## src/rtl/demux1to4_8bit_reg_if.sv

```systemverilog
// Bus bundle for the registered 1-to-4 byte distributor: write-side controls
// from the writer (master) and the four holding registers plus status from the block (slave).
interface demux1to4_8bit_reg_if;
    logic [1:0] S;
    logic [7:0] I;
    logic       wr_en;
    logic       auto_inc;
    logic       clr;
    logic [7:0] O0;
    logic [7:0] O1;
    logic [7:0] O2;
    logic [7:0] O3;
    logic [3:0] V;
    logic [1:0] wr_ptr;
    logic       full;
    logic       ovr;

    modport master (
        output S, I, wr_en, auto_inc, clr,
        input  O0, O1, O2, O3, V, wr_ptr, full, ovr
    );

    modport slave (
        input  S, I, wr_en, auto_inc, clr,
        output O0, O1, O2, O3, V, wr_ptr, full, ovr
    );
endinterface

```

## src/rtl/demux1to4_8bit_reg.sv

```systemverilog
// Registered 1-to-4 byte distributor with per-channel valid flags, auto-increment pointer and
// overwrite pulse. Define DEMUX_OVR_PROTECT_EN to drop writes that target an already-valid channel.
module demux1to4_8bit_reg (
    input  logic                       clk,
    input  logic                       rst_n,
    demux1to4_8bit_reg_if.slave        bus
);

    logic [7:0] r_data [4];
    logic [3:0] r_valid;
    logic [1:0] r_ptr;
    logic       r_ovr;

    logic [1:0] w_target;
    logic       w_hit;
    logic       w_data_we;

    assign w_target = bus.auto_inc ? r_ptr : bus.S;
    assign w_hit    = r_valid[w_target];

`ifdef DEMUX_OVR_PROTECT_EN
    // Protected build keeps the first value a channel received until the next clear.
    assign w_data_we = ~w_hit;
`else
    assign w_data_we = 1'b1;
`endif

    // NOTE: holding registers are reset too, because consumers read them right after reset and must see 8'h00.
    always_ff @(posedge clk) begin
        if (!rst_n) begin
            r_data  <= '{default: 8'h00};
            r_valid <= 4'b0000;
            r_ptr   <= 2'b00;
            r_ovr   <= 1'b0;
        end else if (bus.clr) begin
            r_valid <= 4'b0000;
            r_ptr   <= 2'b00;
            r_ovr   <= 1'b0;
        end else if (bus.wr_en) begin
            if (w_data_we) begin
                r_data[w_target] <= bus.I;
            end
            r_valid[w_target] <= 1'b1;
            if (bus.auto_inc) begin
                r_ptr <= r_ptr + 2'd1;
            end
            r_ovr <= w_hit;
        end else begin
            r_ovr <= 1'b0;
        end
    end

    assign bus.O0     = r_data[0];
    assign bus.O1     = r_data[1];
    assign bus.O2     = r_data[2];
    assign bus.O3     = r_data[3];
    assign bus.V      = r_valid;
    assign bus.wr_ptr = r_ptr;
    assign bus.ovr    = r_ovr;
    assign bus.full   = &r_valid;

endmodule

```

## src/flat_wrapper.sv

```systemverilog
// flat-port wrapper written by rule: the top's interface ports become plain ports
module demux1to4_8bit_reg_flat 
  (clk, rst_n, bus_S, bus_I, bus_wr_en, bus_auto_inc, bus_clr, bus_O0, bus_O1, bus_O2, bus_O3, bus_V, bus_wr_ptr, bus_full, bus_ovr);
  demux1to4_8bit_reg_if bus_i ();
  input  logic clk;
  input  logic rst_n;
  input wire logic [$bits(bus_i.S)-1:0] bus_S;
  input wire logic [$bits(bus_i.I)-1:0] bus_I;
  input wire logic [$bits(bus_i.wr_en)-1:0] bus_wr_en;
  input wire logic [$bits(bus_i.auto_inc)-1:0] bus_auto_inc;
  input wire logic [$bits(bus_i.clr)-1:0] bus_clr;
  output wire logic [$bits(bus_i.O0)-1:0] bus_O0;
  output wire logic [$bits(bus_i.O1)-1:0] bus_O1;
  output wire logic [$bits(bus_i.O2)-1:0] bus_O2;
  output wire logic [$bits(bus_i.O3)-1:0] bus_O3;
  output wire logic [$bits(bus_i.V)-1:0] bus_V;
  output wire logic [$bits(bus_i.wr_ptr)-1:0] bus_wr_ptr;
  output wire logic [$bits(bus_i.full)-1:0] bus_full;
  output wire logic [$bits(bus_i.ovr)-1:0] bus_ovr;
  assign bus_i.S = bus_S;
  assign bus_i.I = bus_I;
  assign bus_i.wr_en = bus_wr_en;
  assign bus_i.auto_inc = bus_auto_inc;
  assign bus_i.clr = bus_clr;
  assign bus_O0 = bus_i.O0;
  assign bus_O1 = bus_i.O1;
  assign bus_O2 = bus_i.O2;
  assign bus_O3 = bus_i.O3;
  assign bus_V = bus_i.V;
  assign bus_wr_ptr = bus_i.wr_ptr;
  assign bus_full = bus_i.full;
  assign bus_ovr = bus_i.ovr;
  demux1to4_8bit_reg u_core (.clk(clk), .rst_n(rst_n), .bus(bus_i));
endmodule
```

## config.mk

```make
export PLATFORM = sky130hd
export DESIGN_NAME = demux1to4_8bit_reg_flat
export DESIGN_NICKNAME = d
export VERILOG_FILES = /design/src/rtl/demux1to4_8bit_reg_if.sv /design/src/rtl/demux1to4_8bit_reg.sv /design/src/flat_wrapper.sv
export SDC_FILE = /design/constraint.sdc
export NUM_CORES = 1
export LEC_CHECK = 0
export CAP_MARGIN = 15
export CORE_MARGIN = 2
export CORE_UTILIZATION = 44
export CTS_CLUSTER_SIZE = 14
export DETAILED_ROUTE_END_ITERATION = 8
export HOLD_SLACK_MARGIN = 0.08
export PLACE_DENSITY = 0.79
export SKIP_CTS_REPAIR_TIMING = 1
export SLEW_MARGIN = 40
export SYNTH_ARGS = -nofsm -noshare
export SYNTH_HDL_FRONTEND = slang
export SYNTH_SLANG_ARGS = --single-unit
```

## constraint.sdc

```tcl
create_clock -name clk -period 1.45 [get_ports clk]
set_clock_uncertainty 0.15 [all_clocks]
set_input_delay 0.29 -clock clk [delete_from_list [all_inputs] [get_ports clk]]
set_output_delay 0.29 -clock clk [all_outputs]
set_load 0.03 [all_outputs]
```

Word level (Yosys, flattened, before mapping)
Cells that the tools add are included.

Register bits after elaboration: 39. Bits in latches: 0. RAM bits: 0. ROM bits: 0. Logic and storage cells: 32. Memories kept: 0.

$add $sub $neg: 1. $mul: 0. Divide/modulo/power cells: 0. Order comparisons: 4. Eq/ne operators: 0. Shift-type cells: 0. Mux-type cells: 8. Bitwise gates (word level): 5. Reductions and logical operators: 7.

Operator list (number): 32-bit bitwise mux (1); 8-bit demux with 2-bit select (1); 8-bit 2-to-1 mux (1); 4-bit OR (1); 2-bit AND reduction (2); 4-bit AND reduction (1); 3-bit greater-or-equal comparator (second input constant) (1); 2-bit by 3-bit less-than comparator with 1-bit output (second input constant) (1); 3-bit by 1-bit less-than comparator with 1-bit output (second input constant) (1); 1-bit NOT (3); 2-bit NOT with 3-bit output (1); 3-bit OR reduction (1); 2-bit by 1-bit adder with 2-bit output (second input constant) (1); 1-bit binary-select mux with 2-bit select (1); 1-bit demux with 2-bit select (1); 2-bit by 1-bit greater-or-equal comparator with 1-bit output (second input constant) (1); 1-bit logical AND (2); 1-bit 2-to-1 mux (2); 2-bit 2-to-1 mux (1); 2-bit OR reduction (1).

Longest topological paths before layout
Depth in word-level cells: 7. Depth in mapped cells: 5.

Worst setup path after synthesis
No wires, ideal clock.

Path type: reg2reg. From: reg u_core.r_ptr[0], in the netlist u_core.bus.wr_ptr[0]. To: reg u_core.r_data (netlist bit u_core.bus.O3[0]). Library setup time: 0.072 ns. Arrival: 1.234 ns. Data required time: 1.228 ns. Slack: -0.006 ns. Cell stages (with the launch flop): 6. Buffers on the path: 1. Path through: dfxtp_1 -> nand3_1 -> o21ai_2 -> and2_4 -> buf_6 -> mux2i_1.

Longest elaborated chain between the ends: 7.

Ends and longest elaborated chain: start: declaration (RTL line demux1to4_8bit_reg.sv:11) `logic [1:0] r_ptr;`; start signal: assignment (RTL line demux1to4_8bit_reg.sv:45) `r_ptr <= r_ptr + 2'd1;`; 2-bit 2-to-1 mux * (RTL line demux1to4_8bit_reg.sv:18) `assign w_target = bus.auto_inc ? r_ptr : bus.S;`; 2-bit NOT with 3-bit output (implied by the code) * (RTL line demux1to4_8bit_reg.sv:41) `r_data[w_target] <= bus.I;`; 3-bit greater-or-equal comparator (implied by the code) or 3-bit by 1-bit less-than comparator with 1-bit output (tied branches) (RTL line demux1to4_8bit_reg.sv:41); 1-bit logical AND (implied by the code) (RTL line demux1to4_8bit_reg.sv:41); 8-bit 2-to-1 mux (implied by the code) (RTL line demux1to4_8bit_reg.sv:41); 8-bit demux with 2-bit select * (RTL line demux1to4_8bit_reg.sv:41); 32-bit bitwise mux * (RTL line demux1to4_8bit_reg.sv:41); end signal: indexed assignment (RTL line demux1to4_8bit_reg.sv:41); end: declaration (RTL line demux1to4_8bit_reg.sv:9) `logic [7:0] r_data [4];`.

Mark *: on every way between the ends. The rest lies on a longest branch, timed or not. A chain may end at the register's enable or synchronous reset.

Final worst setup path
From: reg u_core.r_valid[2], in the netlist u_core.bus.V[2]. To: out bus_full.

Longest elaborated chain between the ends: 1.

Ends and longest elaborated chain: start: declaration (RTL line demux1to4_8bit_reg.sv:10) `logic [3:0] r_valid;`; start signal: assignment (RTL line demux1to4_8bit_reg.sv:32) `r_valid <= 4'b0000;`; start signal: assignment (RTL line demux1to4_8bit_reg.sv:36) `r_valid <= 4'b0000;`; start signal: indexed assignment (RTL line demux1to4_8bit_reg.sv:43) `r_valid[w_target] <= 1'b1;`; 4-bit AND reduction (RTL line demux1to4_8bit_reg.sv:60) `assign bus.full = &r_valid;`; end: declaration (RTL line flat_wrapper.sv:18) `output wire logic [$bits(bus_i.full)-1:0] bus_full;`.

No other way between the ends.

==> results <==
-- routing by layer --
| layer | global-route usage, % | wire length (µm) |
|---|---|---|
| met1 | 21.4 | 1630 |
| met2 | 32.4 | 1810 |
| met3 | 2.70 | 90 |
| met5 | 0 | 0 |
| met4 | 7.50 | 72 |
-- critical path, stage by stage, from the launching register on --
cell	delay, ns
dfxtp_2	0.36
and4_1	0.22
buf_6	0.13
-- worst min path at each step --
| stage | from | end | slack, ns | cells past startpoint |
|---|---|---|---|---|
| after floorplan | bus_wr_en | u_core.bus.V[0] | 0.28 | 2 |
| after global placement | u_core.bus.O2[6] | u_core.bus.O2[6] | 0.29 | 2 |
| after detailed placement | u_core.bus.O0[4] | u_core.bus.O0[4] | 0.30 | 2 |
| after CTS | u_core.bus.O0[4] | u_core.bus.O0[4] | 0.32 | 2 |
| after global routing | u_core.bus.O0[4] | u_core.bus.O0[4] | 0.33 | 2 |
| final | u_core.bus.O0[4] | u_core.bus.O0[4] | 0.31 | 2 |
-- cell families after synthesis --
kind of cell	synth area share (%)
xor gates and xnor gates	1.15
buffers and inverters	2.79
and+or+nand+nor	18.0
DFF	51.2
muxes	21.0
AOI/OAI and AO/OA	5.91
-- power breakdown --
part,switching (mW),internal [mW]
sequential,0.0139,1.09
combinational,0.146,0.118
clock,0.330,0.408
-- flip-flops by register name, indices dropped and copies added, names as in the netlist --
register,cells
u_core.bus.V,4
u_core.bus.O1,8
u_core.bus.O0,8
u_core.bus.wr_ptr,2
u_core.bus.O2,8
u_core.bus.ovr,1
u_core.bus.O3,8
-- layout by cell type (no fill, tap or decap), types with 2 or more instances in the layout --
| master | n |
|---|---|
| clkbuf_4 | 5 |
| clkdlybuf4s50_1 | 11 |
| o32ai_2 | 2 |
| nand3_1 | 2 |
| xnor2_1 | 2 |
| dfxtp_2 | 6 |
| clkbuf_2 | 15 |
| nor2b_1 | 2 |
| nand2_4 | 3 |
| mux2i_1 | 32 |
| a22oi_1 | 2 |
| inv_1 | 2 |
| buf_4 | 32 |
| o21ai_2 | 2 |
| a21oi_1 | 5 |
| nand2_1 | 42 |
| dlymetal6s2s_1 | 8 |
| nor2_1 | 5 |
| nand2b_1 | 2 |
| dfxtp_1 | 33 |
-- Yosys cell counts (all sizes together) --
cell type  number  area, µm²
xnor2           2       17.5
dfxtp          39        781
nor2            5       18.8
o32ai           2       32.5
and4            1       8.76
and2            1       8.76
a22oi           2       15.0
o21ai           2       17.5
inv             2       7.51
clkbuf          5       18.8
nand3           2       10.0
nor2b           2       12.5
a21oi           5       25.0
buf             2       16.3
mux2i          32        320
nand3b          1       7.51
nand2b          3       21.3
nand2          45        186
-- through the flow --
| stage | utilization, % | total power [mW] | instance area, µm² | TNS (ns) | hold slack, ns |
|---|---|---|---|---|---|
| 2_1_floorplan | - | 1.27 | 1530 | 0 | 0.281 |
| 3_3_place_gp | 64.2 | 1.39 | 2140 | -13.63 | 0.294 |
| 3_5_place_dp | 64.2 | 1.40 | 2140 | -15.77 | 0.302 |
| 4_1_cts | 66.8 | 2.14 | 2230 | -9.13 | 0.318 |
| 5_1_grt | 66.0 | 2.21 | 2200 | -0.0847 | 0.326 |
| 6_report | 66.0 | 2.11 | 2200 | -0.0228 | 0.312 |
-- area by class of cell --
class,instances,area [µm²],share of cell area [%]
Clock buffer,6,51.3,2.33
Tap cell,46,57.6,2.61
Timing Repair Buffer,68,557,25.3
Inverter,2,7.51,0.341
Clock inverter,2,35.0,1.59
Multi-Input combinational cell,105,707,32.1
Sequential cell,39,788,35.8
==> impl_metrics.toml <==
[outcome]
status = "finished, violations left"
failed_checks = "setup timing"

[hold_path]
hold_path.class = "register to register"

[placed_design]
dpl.hpwl_um = 2630
gp_congestion = 0.794
place_inst = 258
portBuffers = 54
dp_slack_ns = -0.451

[setup_path]
cp_data_arrival_time_ns = 1.03
critPathLaunchType = "register"
cp-startpoint = "u_core.bus.V[2]"
worst-setup-path-type = "register to output port"
r2r_setup_slack_ns = 0.10
crit_path_end_kind = "output port"
timing.rr.end = "u_core.bus.ovr"
worstPathRequired_ns = 1.01
reg2reg_depth = 5
cp_max_fo = 3
crit_path_end = "bus_full"
r2r-start = "u_core.bus.wr_ptr[1]"

[clocking]
clock_sinks = 39
cts_buffers = 5
root_buffer = "clkbuf_4"
cts_tree = "yes"
clkTransAtPathRegs_ns = 0.11
clk_latency_ns = 0.32
clockBufferDepth = 2
h-tree-depth = 2

[floorplanning]
start_util_pct = 45.7
ios = 55
core_area_um2 = 3340
rows = 21
die_width_um = 62.9
die_h_um = 62.9
design.die.area_um2 = 3950

[final_layout]
nNetsFinal = 236
syn_to_final_growth_pct = 44.5
antennaDiodeCount = 0
layout-drive-gt1-share_pct = 32.4
stdcell_count = 268
fill_cells = 297

[grt]
antenna_found_initial = 0
grt_pass1_vias = 1199
grt_max_degree = 43
grt-ovfl-total = 0
grt_use_total_pct = 18.1
grt_pass1_wl_um = 5690

[sta]
tightest_slew_ns = 0.376
finalHoldViolations = 0
finalMaxSlewViolations = 0
period_share_pct = 102
worst_slack_ns = -0.0228
max_freq_mhz = 679
fin_crit_ns = 1.47
finalSetupViolCount = 1
relSlewSlack_pct = 74.9
rsz0062_at_grt = "yes"

[routing]
post_drt_wl_per_cell_um = 13.4
vias_per_cell = 4.85
final_antenna_net_count = 0
wl_um = 3600
drcViolationCount = 0
num_vias = 1299
drt_iter0_markers = 60
drtPass1Iterations = 4

[synthesis]
synthesis.nets = 168
syn_inst = 153
yosysUniqueCellTypes = 22
postSynthAreaPerCell_um2 = 9.97
synth_seq_area_share_pct = 51.2
ys_ff_latch = 39
syn-cell-area_um2 = 1530
synth_warnings = 0

[power]
peakVddDrop_v = 0.000552
leakage_nw = 1.19
p_per_area_nw_per_um2 = 958

[flow_run]
max-cap-violations = 0
No activity file was read; power rests on OpenSTA's default activity.
==> patch (config.mk and constraints unchanged) <==
Make the reset (`rst_n`) asynchronous in one clocked block.
--- a/src/rtl/demux1to4_8bit_reg.sv
+++ b/src/rtl/demux1to4_8bit_reg.sv
@@ -26,7 +26,7 @@
 `endif
 
     // NOTE: holding registers are reset too, because consumers read them right after reset and must see 8'h00.
-    always_ff @(posedge clk) begin
+    always_ff @(posedge clk or negedge rst_n) begin
         if (!rst_n) begin
             r_data  <= '{default: 8'h00};
             r_valid <= 4'b0000;
Function: differs if rst_n is asserted again (counterexample within 4 cycles, from zero or initial values and one cycle with rst_n low); with rst_n held inactive, the same outputs for 10 cycles.
==> patch against the original RTL <==
The run still ends with negative setup slack left. Worst setup slack lost 210 ps. Count of clock-buffer cells in the layout is the same. Utilization grew 7.0 points. Synthesized area grew 7.0%. Routed wire length grew 15%. Die area grew 6.5%. Sequential cell count is the same. Synthesized cell count shrank 28%. Cell area grew 19%.
Power is not compared: it rests on default switching activity, and its combinational part moved more than twofold at a synthesized area within 25%.
==> patch: results (changes against the original RTL) <==
status finished, violations left; failing checks negative setup slack; RePlAce Congestion 0.805 (+1.3%); Gate Count Post-Synth 110 (-28%); xor/xnor share of the synthesized area 1.07% (-0.075 points); Synth Flop Type dfrtp_1; TNS Setup -6010 ps (-5990 ps); Async S/R FF share, synth 100% (+100 points); gr usage total 18.4% (+0.25 points); post-route setup slack -236 ps (-213 ps); post-synth top area cell dfrtp_1; Worst Path Arrival 1710 ps (+680 ps); met1 Use GR 24.4% (+3.0 points); critical path's slowest cell dfrtp_2; Worst-Margin Slew 330 ps (-45.7 ps); Finished Layout Cells 243 (-9.3%); first-pass GRT wire length 5840 um (+2.5%); HPWL Detailed 2640 um (about the same); routed wl met2 2050 um (+13%); Compound-Gate Fraction of Synth Area 5.75% (-0.15 points); drt wl/cell 17.0 um (+26%); Synth area leaders dfrtp_1 60%, mux2_1 12%, mux2_4 7.4%, mux2_2 4.1%, buf_6 1.4%; WL met3 185 um (+110%); layout cells sized above 1 54.4% (+22 points); post-synth net total 125 (-26%); vias in the first global route 1,186 (-1.1%); Hold/Removal Path Class primary input to flop; Max FO, Critical Path 6 (+3); Seq/Total Area, Yosys 59.8% (+8.6 points); most instantiated cells after synthesis 39 x dfrtp_1, 18 x mux2_1, 8 x mux2_4; Placement Cell Area 0.00225 mm2 (+5.0%); CTS root buffer clkbuf_8; CP max stage delay 420 ps (+60 ps); Placed Cells 222 (-14%); global-route track usage on met3 4.34% (+1.6 points); fin nets 209 (-11%); M1 WL 1830 um (+12%); Final setup viols 36 (+35); met2 global-route usage 29.5% (-2.9 points); mux contribution to synthesized area 23.9% (+2.9 points)
-- patch: final timing paths --
kind	startpoint	to	slack, ps	cells after the start
min	bus_clr	u_core.bus.wr_ptr[1]$_DFFE_PN0P_	200	3
max in group asynchronous	rst_n	u_core.bus.wr_ptr[1]$_DFFE_PN0P_	600	3
max reg2reg	u_core.bus.wr_ptr[0]$_DFFE_PN0P_	u_core.bus.O2[6]$_DFFE_PN0P_	-240	5
min in group asynchronous	rst_n	u_core.bus.O1[0]$_DFFE_PN0P_	340	3
min reg2reg	u_core.bus.O0[6]$_DFFE_PN0P_	u_core.bus.O0[6]$_DFFE_PN0P_	360	1
max	u_core.bus.wr_ptr[0]$_DFFE_PN0P_	u_core.bus.O2[6]$_DFFE_PN0P_	-240	5
-- patch: final cells by class --
cell class                 instances  area, um2
multi-input combinational         65        749
sequential                        39        978
clock buffer                       6       72.6
inverter                           4       15.0
fill                             233        973
tap                               48       60.1
clock inverter                     2       12.5
timing repair buffer              79        744
